==> src/rtl/reg_file_pkg.sv <==
// Shared types and constants for the register-file BIST controller.
// Holds geometry, the two complementary test patterns and the FSM state encoding.
package reg_file_pkg;

    localparam int unsigned ADDR_W   = 5;
    localparam int unsigned DATA_W   = 32;
    localparam int unsigned NUM_REGS = 32;
    localparam int unsigned ERR_W    = 8;

    localparam logic [DATA_W-1:0] PAT_A = 32'hAAAA_AAAA;
    localparam logic [DATA_W-1:0] PAT_5 = 32'h5555_5555;

    typedef enum logic [1:0] {
        IDLE  = 2'd0,
        WRITE = 2'd1,
        READ  = 2'd2,
        DONE  = 2'd3
    } bist_state_e;

    // Address is folded into the pattern so aliased registers read back differently.
    function automatic logic [DATA_W-1:0] pat(input logic p, input logic [ADDR_W-1:0] a);
        return (p ? PAT_5 : PAT_A) ^ DATA_W'(a);
    endfunction

    // r0 is hardwired to zero, so it must read back 0 whatever was written.
    function automatic logic [DATA_W-1:0] exp_val(input logic p, input logic [ADDR_W-1:0] a);
        return (a == '0) ? '0 : pat(p, a);
    endfunction

endpackage

==> src/rtl/reg_file_bist_if.sv <==
// Register-file access bus: one write port and two combinational read ports.
interface reg_file_bist_if;
    import reg_file_pkg::*;

    logic [ADDR_W-1:0] rf_read_reg1;
    logic [ADDR_W-1:0] rf_read_reg2;
    logic [DATA_W-1:0] rf_read_data1;
    logic [DATA_W-1:0] rf_read_data2;
    logic [ADDR_W-1:0] rf_write_reg;
    logic [DATA_W-1:0] rf_write_data;
    logic              rf_write_enable;

    modport master (
        output rf_read_reg1,
        output rf_read_reg2,
        output rf_write_reg,
        output rf_write_data,
        output rf_write_enable,
        input  rf_read_data1,
        input  rf_read_data2
    );

    modport slave (
        input  rf_read_reg1,
        input  rf_read_reg2,
        input  rf_write_reg,
        input  rf_write_data,
        input  rf_write_enable,
        output rf_read_data1,
        output rf_read_data2
    );

endinterface

==> src/rtl/bist_checker.sv <==
// Dual-port read-back comparator for the register-file BIST.
// Accumulates a saturating mismatch count and latches the first failing address.
module bist_checker
    import reg_file_pkg::*;
(
    input  logic              clock,
    input  logic              reset,
    input  logic              clear,
    input  logic              check_en,
    input  logic              pass_sel,
    input  logic [ADDR_W-1:0] idx,
    input  logic [DATA_W-1:0] rd_data1,
    input  logic [DATA_W-1:0] rd_data2,
    output logic [ERR_W-1:0]  err_count,
    output logic [ERR_W-1:0]  err_count_nxt_c,
    output logic              first_fail_valid,
    output logic [ADDR_W-1:0] first_fail_addr
);

    localparam int unsigned SUM_W = ERR_W + 1;

    logic [ADDR_W-1:0] addr1_c;
    logic [ADDR_W-1:0] addr2_c;
    logic              miss1_c;
    logic              miss2_c;
    logic [SUM_W-1:0]  sum_c;

    // Port 2 walks the register file from the top down.
    assign addr1_c = idx;
    assign addr2_c = ADDR_W'(NUM_REGS - 1) - idx;

    assign miss1_c = check_en && (rd_data1 != exp_val(pass_sel, addr1_c));
    assign miss2_c = check_en && (rd_data2 != exp_val(pass_sel, addr2_c));

    assign sum_c           = SUM_W'(err_count) + SUM_W'(miss1_c) + SUM_W'(miss2_c);
    assign err_count_nxt_c = sum_c[ERR_W] ? '1 : sum_c[ERR_W-1:0];

    // Result registers; port 1 wins a same-cycle first failure.
    always_ff @(posedge clock) begin
        if (!reset) begin
            err_count        <= '0;
            first_fail_valid <= 1'b0;
            first_fail_addr  <= '0;
        end else if (clear) begin
            err_count        <= '0;
            first_fail_valid <= 1'b0;
            first_fail_addr  <= '0;
        end else begin
            err_count <= err_count_nxt_c;
            if (!first_fail_valid && (miss1_c || miss2_c)) begin
                first_fail_valid <= 1'b1;
                first_fail_addr  <= miss1_c ? addr1_c : addr2_c;
            end
        end
    end

endmodule

==> src/rtl/reg_file_bist.sv <==
// Built-in self-test controller for the 32x32 register file.
// Writes two complementary patterns, reads back on both ports and reports the result.
module reg_file_bist
    import reg_file_pkg::*;
(
    input  logic                   clock,
    input  logic                   reset,
    input  logic                   start,
    reg_file_bist_if.master        rf,
    output logic                   busy,
    output logic                   done,
    output logic                   pass,
    output logic [ERR_W-1:0]       err_count,
    output logic                   first_fail_valid,
    output logic [ADDR_W-1:0]      first_fail_addr
);

    bist_state_e       state;
    bist_state_e       state_nxt;
    logic [ADDR_W-1:0] k;
    logic [ADDR_W-1:0] k_nxt;
    logic              p;
    logic              p_nxt;

    logic              launch_c;
    logic              last_k_c;
    logic [ERR_W-1:0]  err_count_nxt_c;

    logic              we_d;
    logic [ADDR_W-1:0] wr_reg_d;
    logic [DATA_W-1:0] wr_data_d;
    logic [ADDR_W-1:0] rd_reg1_d;
    logic [ADDR_W-1:0] rd_reg2_d;
    logic              busy_d;
    logic              done_d;
    logic              pass_d;

    // A start while the test runs is dropped.
    assign launch_c = start && ((state == IDLE) || (state == DONE));
    assign last_k_c = (k == ADDR_W'(NUM_REGS - 1));

    // State, index and pass registers.
    always_ff @(posedge clock) begin
        if (!reset) begin
            state <= IDLE;
            k     <= '0;
            p     <= 1'b0;
        end else begin
            state <= state_nxt;
            k     <= k_nxt;
            p     <= p_nxt;
        end
    end

    // Next-state: WRITE all, READ all, once per pattern.
    always_comb begin
        state_nxt = state;
        k_nxt     = k;
        p_nxt     = p;
        case (state)
            IDLE, DONE: begin
                if (launch_c) begin
                    state_nxt = WRITE;
                    k_nxt     = '0;
                    p_nxt     = 1'b0;
                end
            end
            WRITE: begin
                if (last_k_c) begin
                    state_nxt = READ;
                    k_nxt     = '0;
                end else begin
                    k_nxt = k + ADDR_W'(1);
                end
            end
            READ: begin
                if (last_k_c) begin
                    k_nxt = '0;
                    if (!p) begin
                        p_nxt     = 1'b1;
                        state_nxt = WRITE;
                    end else begin
                        state_nxt = DONE;
                    end
                end else begin
                    k_nxt = k + ADDR_W'(1);
                end
            end
            default: state_nxt = IDLE;
        endcase
    end

    // Output decode from the upcoming state so every output is registered.
    always_comb begin
        we_d      = 1'b0;
        wr_reg_d  = '0;
        wr_data_d = '0;
        rd_reg1_d = rf.rf_read_reg1;
        rd_reg2_d = rf.rf_read_reg2;
        busy_d    = busy;
        done_d    = done;
        pass_d    = pass;
        case (state_nxt)
            WRITE: begin
                we_d      = 1'b1;
                wr_reg_d  = k_nxt;
                wr_data_d = pat(p_nxt, k_nxt);
                busy_d    = 1'b1;
                done_d    = 1'b0;
                pass_d    = 1'b0;
            end
            READ: begin
                rd_reg1_d = k_nxt;
                rd_reg2_d = ADDR_W'(NUM_REGS - 1) - k_nxt;
                busy_d    = 1'b1;
            end
            DONE: begin
                busy_d = 1'b0;
                done_d = 1'b1;
                // The final read compare lands on the same edge as done.
                if (state == READ) begin
                    pass_d = (err_count_nxt_c == '0);
                end
            end
            default: begin
                busy_d = 1'b0;
                done_d = 1'b0;
                pass_d = 1'b0;
            end
        endcase
    end

    // Registered outputs.
    always_ff @(posedge clock) begin
        if (!reset) begin
            rf.rf_write_enable <= 1'b0;
            rf.rf_write_reg    <= '0;
            rf.rf_write_data   <= '0;
            rf.rf_read_reg1    <= '0;
            rf.rf_read_reg2    <= '0;
            busy               <= 1'b0;
            done               <= 1'b0;
            pass               <= 1'b0;
        end else begin
            rf.rf_write_enable <= we_d;
            rf.rf_write_reg    <= wr_reg_d;
            rf.rf_write_data   <= wr_data_d;
            rf.rf_read_reg1    <= rd_reg1_d;
            rf.rf_read_reg2    <= rd_reg2_d;
            busy               <= busy_d;
            done               <= done_d;
            pass               <= pass_d;
        end
    end

    bist_checker u_checker (
        .clock            (clock),
        .reset            (reset),
        .clear            (launch_c),
        .check_en         (state == READ),
        .pass_sel         (p),
        .idx              (k),
        .rd_data1         (rf.rf_read_data1),
        .rd_data2         (rf.rf_read_data2),
        .err_count        (err_count),
        .err_count_nxt_c  (err_count_nxt_c),
        .first_fail_valid (first_fail_valid),
        .first_fail_addr  (first_fail_addr)
    );

endmodule

==> src/flat_wrapper.sv <==
// flat-port wrapper written by rule: the top's interface ports become plain ports
module reg_file_bist_flat import reg_file_pkg::*;
  (clock, reset, start, busy, done, pass, err_count, first_fail_valid, first_fail_addr, rf_rf_read_reg1, rf_rf_read_reg2, rf_rf_write_reg, rf_rf_write_data, rf_rf_write_enable, rf_rf_read_data1, rf_rf_read_data2);
  reg_file_bist_if rf_i ();
  input  logic clock;
  input  logic reset;
  input  logic start;
  output logic busy;
  output logic done;
  output logic pass;
  output logic [ERR_W-1:0] err_count;
  output logic first_fail_valid;
  output logic [ADDR_W-1:0] first_fail_addr;
  output wire logic [$bits(rf_i.rf_read_reg1)-1:0] rf_rf_read_reg1;
  output wire logic [$bits(rf_i.rf_read_reg2)-1:0] rf_rf_read_reg2;
  output wire logic [$bits(rf_i.rf_write_reg)-1:0] rf_rf_write_reg;
  output wire logic [$bits(rf_i.rf_write_data)-1:0] rf_rf_write_data;
  output wire logic [$bits(rf_i.rf_write_enable)-1:0] rf_rf_write_enable;
  input wire logic [$bits(rf_i.rf_read_data1)-1:0] rf_rf_read_data1;
  input wire logic [$bits(rf_i.rf_read_data2)-1:0] rf_rf_read_data2;
  assign rf_rf_read_reg1 = rf_i.rf_read_reg1;
  assign rf_rf_read_reg2 = rf_i.rf_read_reg2;
  assign rf_rf_write_reg = rf_i.rf_write_reg;
  assign rf_rf_write_data = rf_i.rf_write_data;
  assign rf_rf_write_enable = rf_i.rf_write_enable;
  assign rf_i.rf_read_data1 = rf_rf_read_data1;
  assign rf_i.rf_read_data2 = rf_rf_read_data2;
  reg_file_bist u_core (.clock(clock), .reset(reset), .start(start), .rf(rf_i), .busy(busy), .done(done), .pass(pass), .err_count(err_count), .first_fail_valid(first_fail_valid), .first_fail_addr(first_fail_addr));
endmodule
==> config.mk <==
export PLATFORM = sky130hd
export DESIGN_NAME = reg_file_bist_flat
export DESIGN_NICKNAME = d
export VERILOG_FILES = /design/src/rtl/reg_file_pkg.sv /design/src/rtl/reg_file_bist_if.sv /design/src/rtl/bist_checker.sv /design/src/rtl/reg_file_bist.sv /design/src/flat_wrapper.sv
export SDC_FILE = /design/constraint.sdc
export NUM_CORES = 1
export LEC_CHECK = 0
export ABC_AREA = 1
export CORE_AREA = 4 4 94 96
export CTS_BUF_LIST = sky130_fd_sc_hd__clkbuf_8
export DETAILED_ROUTE_END_ITERATION = 10
export DIE_AREA = 0 0 98 100
export PLACE_DENSITY = 0.75
export SLEW_MARGIN = 40
export SYNTH_ARGS = -nofsm -noshare
export SYNTH_HDL_FRONTEND = slang
export SYNTH_SLANG_ARGS = --single-unit
==> constraint.sdc <==
create_clock -name clock -period 7.2 [get_ports clock]
set_input_delay 1.08 -clock clock [delete_from_list [all_inputs] [get_ports clock]]
set_output_delay 1.08 -clock clock [all_outputs]
set_load 0.01 [all_outputs]
==> flow_summary_export.csv, run 1 <==
group,metric,value,unit
status,outcome,"finished clean",
sta,fmax,258,MHz
synthesis,synth_warnings,0,
sta,period_share,0.538,
setup_path,crit_top_cell,"nand2_1",
global_route,grt_pass1_vias,3292,
layout,top_regs,"u_core.u_checker.err_count (8), u_core.rf.rf_write_data (7)",
setup_path,r2r_setup_slack,3.33,ns
layout,top_register,"u_core.u_checker.err_count",
sta,max_slew.worst_pin.slew,0.695,ns
setup_path,crit_end,"u_core.pass$_SDFFE_PN0P_",
floorplan,core,8050,sq um
clock_network,cts.sinks,48,
drt,wl,8700,um
drt,post_drt_wl_per_cell,12.5,um
drt,route.detailed.drc,0,
layout,drive_gt1_frac,0.0438,
run,maxCapViolCount,0,
place,dpl.hpwl,6940,um
drt,drt_first_pass_iters,4,
floorplan,die_y,100,um
sta,period_needed,3.87,ns
layout,fillers,777,
layout,fin_nets,670,
setup_path,cp-startpoint,"u_core.k[0]$_SDFF_PN0_",
sta,drv_slew,0,
place,routabilityCongestion,0.846,
sta,setup_viol,0,
layout,syn_to_final_growth,41.8,%
setup_path,required,7.41,ns
setup_path,slowest_delay,0.48,ns
clock_network,cts_tree,"built",
sta,skew,0.0102,ns
clock_network,cts-buffers-inserted,5,
synthesis,avgSynthCellArea,6.47,sq um
setup_path,r2r-start,"u_core.k[0]$_SDFF_PN0_",
drt,viasPerCell,4.69,
synthesis,synth.cell_area,3150,sq um
clock_network,cts.path.max_buffers,2,
drt,ant_nets,0,
setup_path,rr_endpoint,"u_core.pass$_SDFFE_PN0P_",
sta,fin_setup_tns,0,ns
drt,drtIter0Drc,121,
floorplan,start_util,0.391,
power_and_ir_drop,power,1100,uW
global_route,grt.overflow.total,0,
synthesis,syn_nets,564,
synthesis,ys_seq_area_frac,0.305,
layout,diodes,0,
setup_path,cp_cell_sequence,"ha_1 -> nand2_1 -> nor2_1 -> ha_1 -> inv_1 -> nand2_1 -> nand4_1 -> o21ai_0 -> nand2_1 -> nor2_1 -> nand4_1 -> nand2_1 -> inv_1 -> fa_1 -> ha_1 -> nand2_1 -> nor2_1 -> nand3_1 -> o21ai_0 -> nor2_1 -> nand3_1 -> o32ai_1",
setup_path,cp_max_fo,7,
setup_path,critical_path_class,"register to register",
setup_path,start_kind,"register",
floorplan,io_pins,132,
setup_path,endpoint_kind,"register",
synthesis,synth_edf_count,0,
global_route,grtUsageTotal,0.178,
setup_path,crit_arrival,4.09,ns
clock_network,clk_pin_slew_worst_paths,0.09,ns
clock_network,clock_latency,0.31,ns
clock_network,cts_root_buf,"clkbuf_8",
floorplan,rows,33,
sta,hold_viol_final,0,
floorplan,dieArea,9800,sq um
sta,rsz0062_at_grt,"false",
layout,largest_reg_flops,8,
global_route,grt_first_pass_wirelength,14700,um
clock_network,cts_setup_buffers,0,
place,place.port_buffers,131,
synthesis,ys_ff_latch,48,
setup_path,crit_path_top_delay_cell,"dfxtp_1",
power_and_ir_drop,p_leak,0.00201,uW
synthesis,async_flop_share,0,
power_and_ir_drop,ir_drop,0.000196,V
sta,slew_headroom,0.531,
drt,vias,3274,
setup_path,reg2reg_depth,22,
min_path,hp-class,"register to register",
synthesis,ys.flop_type,"dfxtp_1",
clock_network,ctsHoldBuffers,0,
power_and_ir_drop,power_per_cell_area,246,nW/um^2
synthesis,synth_cell_type_count,35,
clock_network,cts-resized-gates,0,
clock_network,cts_htree_levels,2,
floorplan,dieWidth,98,um
global_route,antenna_found_initial,0,
global_route,grt_max_degree,20,
synthesis,syn_inst,486,
-- synth_stat cells (2+ instances only) --
| master | instances | area share |
|---|---|---|
| nand3_1 | 24 | 0.038 |
| a21oi_1 | 11 | 0.018 |
| o21bai_1 | 3 | 0.0072 |
| ha_1 | 10 | 0.040 |
| buf_6 | 3 | 0.011 |
| a31oi_1 | 2 | 0.0040 |
| nand3b_1 | 5 | 0.012 |
| dfxtp_1 | 48 | 0.31 |
| nand2_1 | 124 | 0.15 |
| inv_2 | 2 | 0.0024 |
| nor2_1 | 88 | 0.11 |
| o21ai_0 | 23 | 0.037 |
| clkbuf_1 | 3 | 0.0036 |
| nor2_4 | 3 | 0.011 |
| o22ai_1 | 2 | 0.0040 |
| buf_4 | 25 | 0.060 |
| inv_1 | 64 | 0.076 |
| nor2_2 | 4 | 0.0080 |
| nand3b_2 | 2 | 0.0072 |
| nand4_1 | 17 | 0.034 |
| xor2_1 | 6 | 0.017 |
| nand2_4 | 4 | 0.014 |
-- layout make-up --
type	count	area (sq um)	area share
clock buffer	5	68.8	0.0154
timing repair buffer	131	1310	0.294
tap	105	131	0.0294
inverter	66	248	0.0555
clock inverter	3	42.5	0.00953
multi-input combinational	340	1700	0.381
sequential	48	961	0.215
-- report_power, final --
part / switching, uW / internal (uW)
logic: 304 / 246
registers: 36.3 / 318
clock network: 91.1 / 103
total: 431 / 666
-- logic make-up after synthesis --
group / Yosys count / share of synthesized area
AO/OA/AOI/OAI: 46 / 0.0823
XOR/XNOR: 7 / 0.0195
adder cells (fa/ha/maj): 11 / 0.0461
buffers and inverters: 98 / 0.154
flip-flops: 48 / 0.305
AND/OR/NAND/NOR: 276 / 0.392
-- placed cells by master, fill, tap and decap left out, drive strengths merged --
cell type	Yosys	final
clkdlybuf4s50	0	131
nand2	130	130
nor2	95	95
inv	66	66
dfxtp	48	48
nand3	25	25
o21ai	23	23
nand4	17	17
a21oi	11	11
ha	10	10
nand3b	7	7
xor2	6	6
clkbuf	3	5
o21bai	3	3
a31oi	2	2
o22ai	2	2
a211oi	1	1
xnor2	1	1
nor3	1	1
a221oi	1	1
a32oi	1	1
o21a	1	1
nor4	1	1
o32ai	1	1
fa	1	1
bufinv	0	1
clkinv	0	1
clkinvlp	0	1
-- worst min-delay path by stage --
stage	startpoint	endpoint	slack [ns]	cells past startpoint
after floorplan	u_core.done$_SDFFE_PN0P_	u_core.done$_SDFFE_PN0P_	0.49	2
after global placement	u_core.done$_SDFFE_PN0P_	u_core.done$_SDFFE_PN0P_	0.44	2
after detailed placement	u_core.done$_SDFFE_PN0P_	u_core.done$_SDFFE_PN0P_	0.45	2
after CTS	u_core.done$_SDFFE_PN0P_	u_core.done$_SDFFE_PN0P_	0.47	2
after global routing	u_core.done$_SDFFE_PN0P_	u_core.done$_SDFFE_PN0P_	0.50	2
final	u_core.done$_SDFFE_PN0P_	u_core.done$_SDFFE_PN0P_	0.47	2
-- per-layer routing --
| metal | share of wire | GRT usage | routed length, um |
|---|---|---|---|
| met3 | 0.077 | 0.0459 | 667 |
| met5 | 0 | 0 | 0 |
| met1 | 0.43 | 0.214 | 3730 |
| met4 | 0.012 | 0.0479 | 105 |
| met2 | 0.48 | 0.317 | 4200 |
-- through the flow --
stage	hold WS, ns	setup slack, ns	instances	utilization	area [sq um]
global route	0.504	2.99	698	0.554	4460
finish	0.470	3.33	698	0.554	4460
global placement	0.439	3.31	690	0.540	4350
floorplan	0.490	3.97	486	-	3150
CTS	0.475	3.31	698	0.554	4460
detailed placement	0.448	3.21	690	0.540	4350
-- critical path: cells and delay by family (launching register included) --
| family | cells | cell delay, ns |
|---|---|---|
| simple gates | 13 | 1.52 |
| fa+ha+maj | 4 | 1.18 |
| flops | 1 | 0.48 |
| compound gates | 3 | 0.43 |
| buf+inv | 2 | 0.17 |
(Power assumes the default switching activity.)
==> inputs of run 2 (changes only) <==
- PLACE_DENSITY: 0.75 -> 0.78
- clock period: 7.2 -> 3.35 ns (I/O delays scaled with it)
==> run 2 against run 1 <==
Global-route usage up 0.45 points. Non-clock buffer count up 17. Largest cell class unchanged. Combinational power grew 140%.
==> flow_summary_export.csv, run 2 (synthesis gave the netlist of run 1 again) <==
group,metric,value,unit
status,outcome,"finished clean",
layout,final_area,4850,sq um
place,place.port_buffers,131,
sta,fmax,311,MHz
layout,largest_reg_flops,8,
place,dpl_cell_area,4420,sq um
clock_network,clk_pin_slew_worst_paths,0.09,ns
floorplan,dieArea,9800,sq um
sta,drv_slew,0,
layout,diodes,0,
drt,post_drt_wl_per_cell,13.3,um
floorplan,rows,33,
layout,fin_nets,690,
floorplan,io_pins,132,
min_path,worstHoldStart,"u_core.done$_SDFFE_PN0P_",
drt,drtIter0Drc,156,
place,dpl.hpwl,7090,um
clock_network,cts_htree_levels,2,
clock_network,cts_tree,"built",
floorplan,die_y,100,um
clock_network,cts.sinks,48,
global_route,grt_pass1_vias,3351,
power_and_ir_drop,p_leak,0.00218,uW
global_route,grt_max_degree,20,
drt,drt_first_pass_iters,4,
setup_path,reg2reg_depth,22,
layout,top_regs,"u_core.u_checker.err_count (8), u_core.rf.rf_write_data (7)",
drt,route.detailed.drc,0,
sta,layout_setup_ws,0.133,ns
floorplan,start_util,0.391,
global_route,antenna_found_initial,0,
global_route,grt.overflow.total,0,
sta,period_needed,3.22,ns
min_path,whs_path_depth,2,
layout,final_cell_mix,"clkdlybuf4s50_1, nand2_1, nor2_1, inv_1, dfxtp_1",
power_and_ir_drop,power_per_cell_area,548,nW/um^2
sta,period_share,0.960,
clock_network,clock_latency,0.30,ns
min_path,hp-class,"register to register",
floorplan,dieWidth,98,um
setup_path,cp_max_fo,7,
layout,syn_to_final_growth,54.3,%
global_route,grt_first_pass_wirelength,15100,um
setup_path,r2r-start,"u_core.k[0]$_SDFF_PN0_",
setup_path,critical_path_class,"register to register",
clock_network,cts.path.max_buffers,2,
drt,ant_nets,0,
clock_network,ctsHoldBuffers,0,
drt,viasPerCell,4.85,
setup_path,crit_arrival,3.42,ns
sta,max_slew.worst_pin.slew,0.756,ns
power_and_ir_drop,ir_drop,0.000461,V
sta,setup_viol,0,
run,maxCapViolCount,0,
place,place_ws,-0.148,ns
layout,final_common_cell,"clkdlybuf4s50_1",
floorplan,core,8050,sq um
sta,slew_headroom,0.491,
clock_network,cts_root_buf,"clkbuf_8",
drt,vias,3480,
setup_path,start_kind,"register",
sta,hold_viol_final,0,
setup_path,cp-startpoint,"u_core.k[0]$_SDFF_PN0_",
setup_path,endpoint_kind,"register",
layout,top_register,"u_core.u_checker.err_count",
drt,wl,9520,um
setup_path,required,3.56,ns
place,routabilityCongestion,0.946,
layout,drive_gt1_frac,0.127,
global_route,grtUsageTotal,0.183,
sta,skew,0.0104,ns
clock_network,cts-buffers-inserted,5,
-- run 2: cell count changes in the layout (fill, tap and decap cells not counted), sizes merged --
| cell | change |
|---|---|
| bufinv | +2 |
| nand2 | +3 |
| clkinvlp | -1 |
| clkinv | -1 |
| buf | +17 |
-- run 2: what timing repair did --
item,CTS,global route
cloned,0,3
resized for setup,6,46
endpoints found under the hold margin,0,0
pin swaps,0,23
endpoints found under the setup margin,1,6
buffers inserted,3,5
-- run 2: where the power goes --
group | internal [uW] | switching, uW
Clock | 373 | 192
Combinational | 599 | 741
Sequential | 685 | 69.3
Total | 1660 | 1000
-- run 2: path summary, 6_finish.rpt --
kind	endpoint	slack, ns
worst min register to register	u_core.done$_SDFFE_PN0P_	0.48
worst min-delay path	u_core.done$_SDFFE_PN0P_	0.48
worst max-delay path	u_core.pass$_SDFFE_PN0P_	0.13
worst max register to register	u_core.pass$_SDFFE_PN0P_	0.13
-- run 2: stage by stage --
| stage | TNS (ns) | cells | hold WS, ns | power [uW] | util |
|---|---|---|---|---|---|
| 2_1_floorplan | 0 | 486 | 0.490 | 1520 | - |
| 3_3_place_gp | 0 | 699 | 0.438 | 1960 | 0.549 |
| 3_5_place_dp | -0.148 | 699 | 0.459 | 1990 | 0.549 |
| 4_1_cts | 0 | 710 | 0.481 | 2580 | 0.574 |
| 5_1_grt | -0.0659 | 718 | 0.535 | 2850 | 0.603 |
| 6_report | 0 | 718 | 0.478 | 2660 | 0.603 |
-- run 2: final cells by class --
| cell class | count | area [sq um] |
|---|---|---|
| well taps | 105 | 131 |
| clock inverters | 3 | 90.1 |
| flip-flops and latches | 48 | 965 |
| inverters | 66 | 253 |
| repair buffers | 148 | 1450 |
| multi-input cells | 343 | 1900 |
| fillers | 700 | 3200 |
| clock buffers | 5 | 68.8 |
-- run 2: worst max-delay path: stages (launching register included) --
cell      delay [ns]
dfxtp_2         0.34
ha_2            0.19
nand2_2         0.11
nor2_4          0.06
ha_4            0.18
inv_2           0.08
nand2_4         0.07
buf_4           0.14
o21ai_1         0.12
nand2_1         0.06
nor2_1          0.10
nand4_1         0.15
nand2_1         0.12
inv_1           0.06
fa_2            0.39
ha_4            0.19
nand2_4         0.08
nor2_4          0.05
nand3_4         0.11
nand3b_1        0.11
inv_2           0.08
nand3_1         0.09
o32ai_2         0.25
-- run 2: layer usage --
| metal | up-vias | track usage | part of all wire |
|---|---|---|---|
| li1 | 1764 | - | - |
| met1 | 1578 | 0.220 | 0.40 |
| met2 | 116 | 0.331 | 0.51 |
| met3 | 22 | 0.0389 | 0.067 |
| met4 | 0 | 0.0469 | 0.022 |
| met5 | - | 0 | 0 |
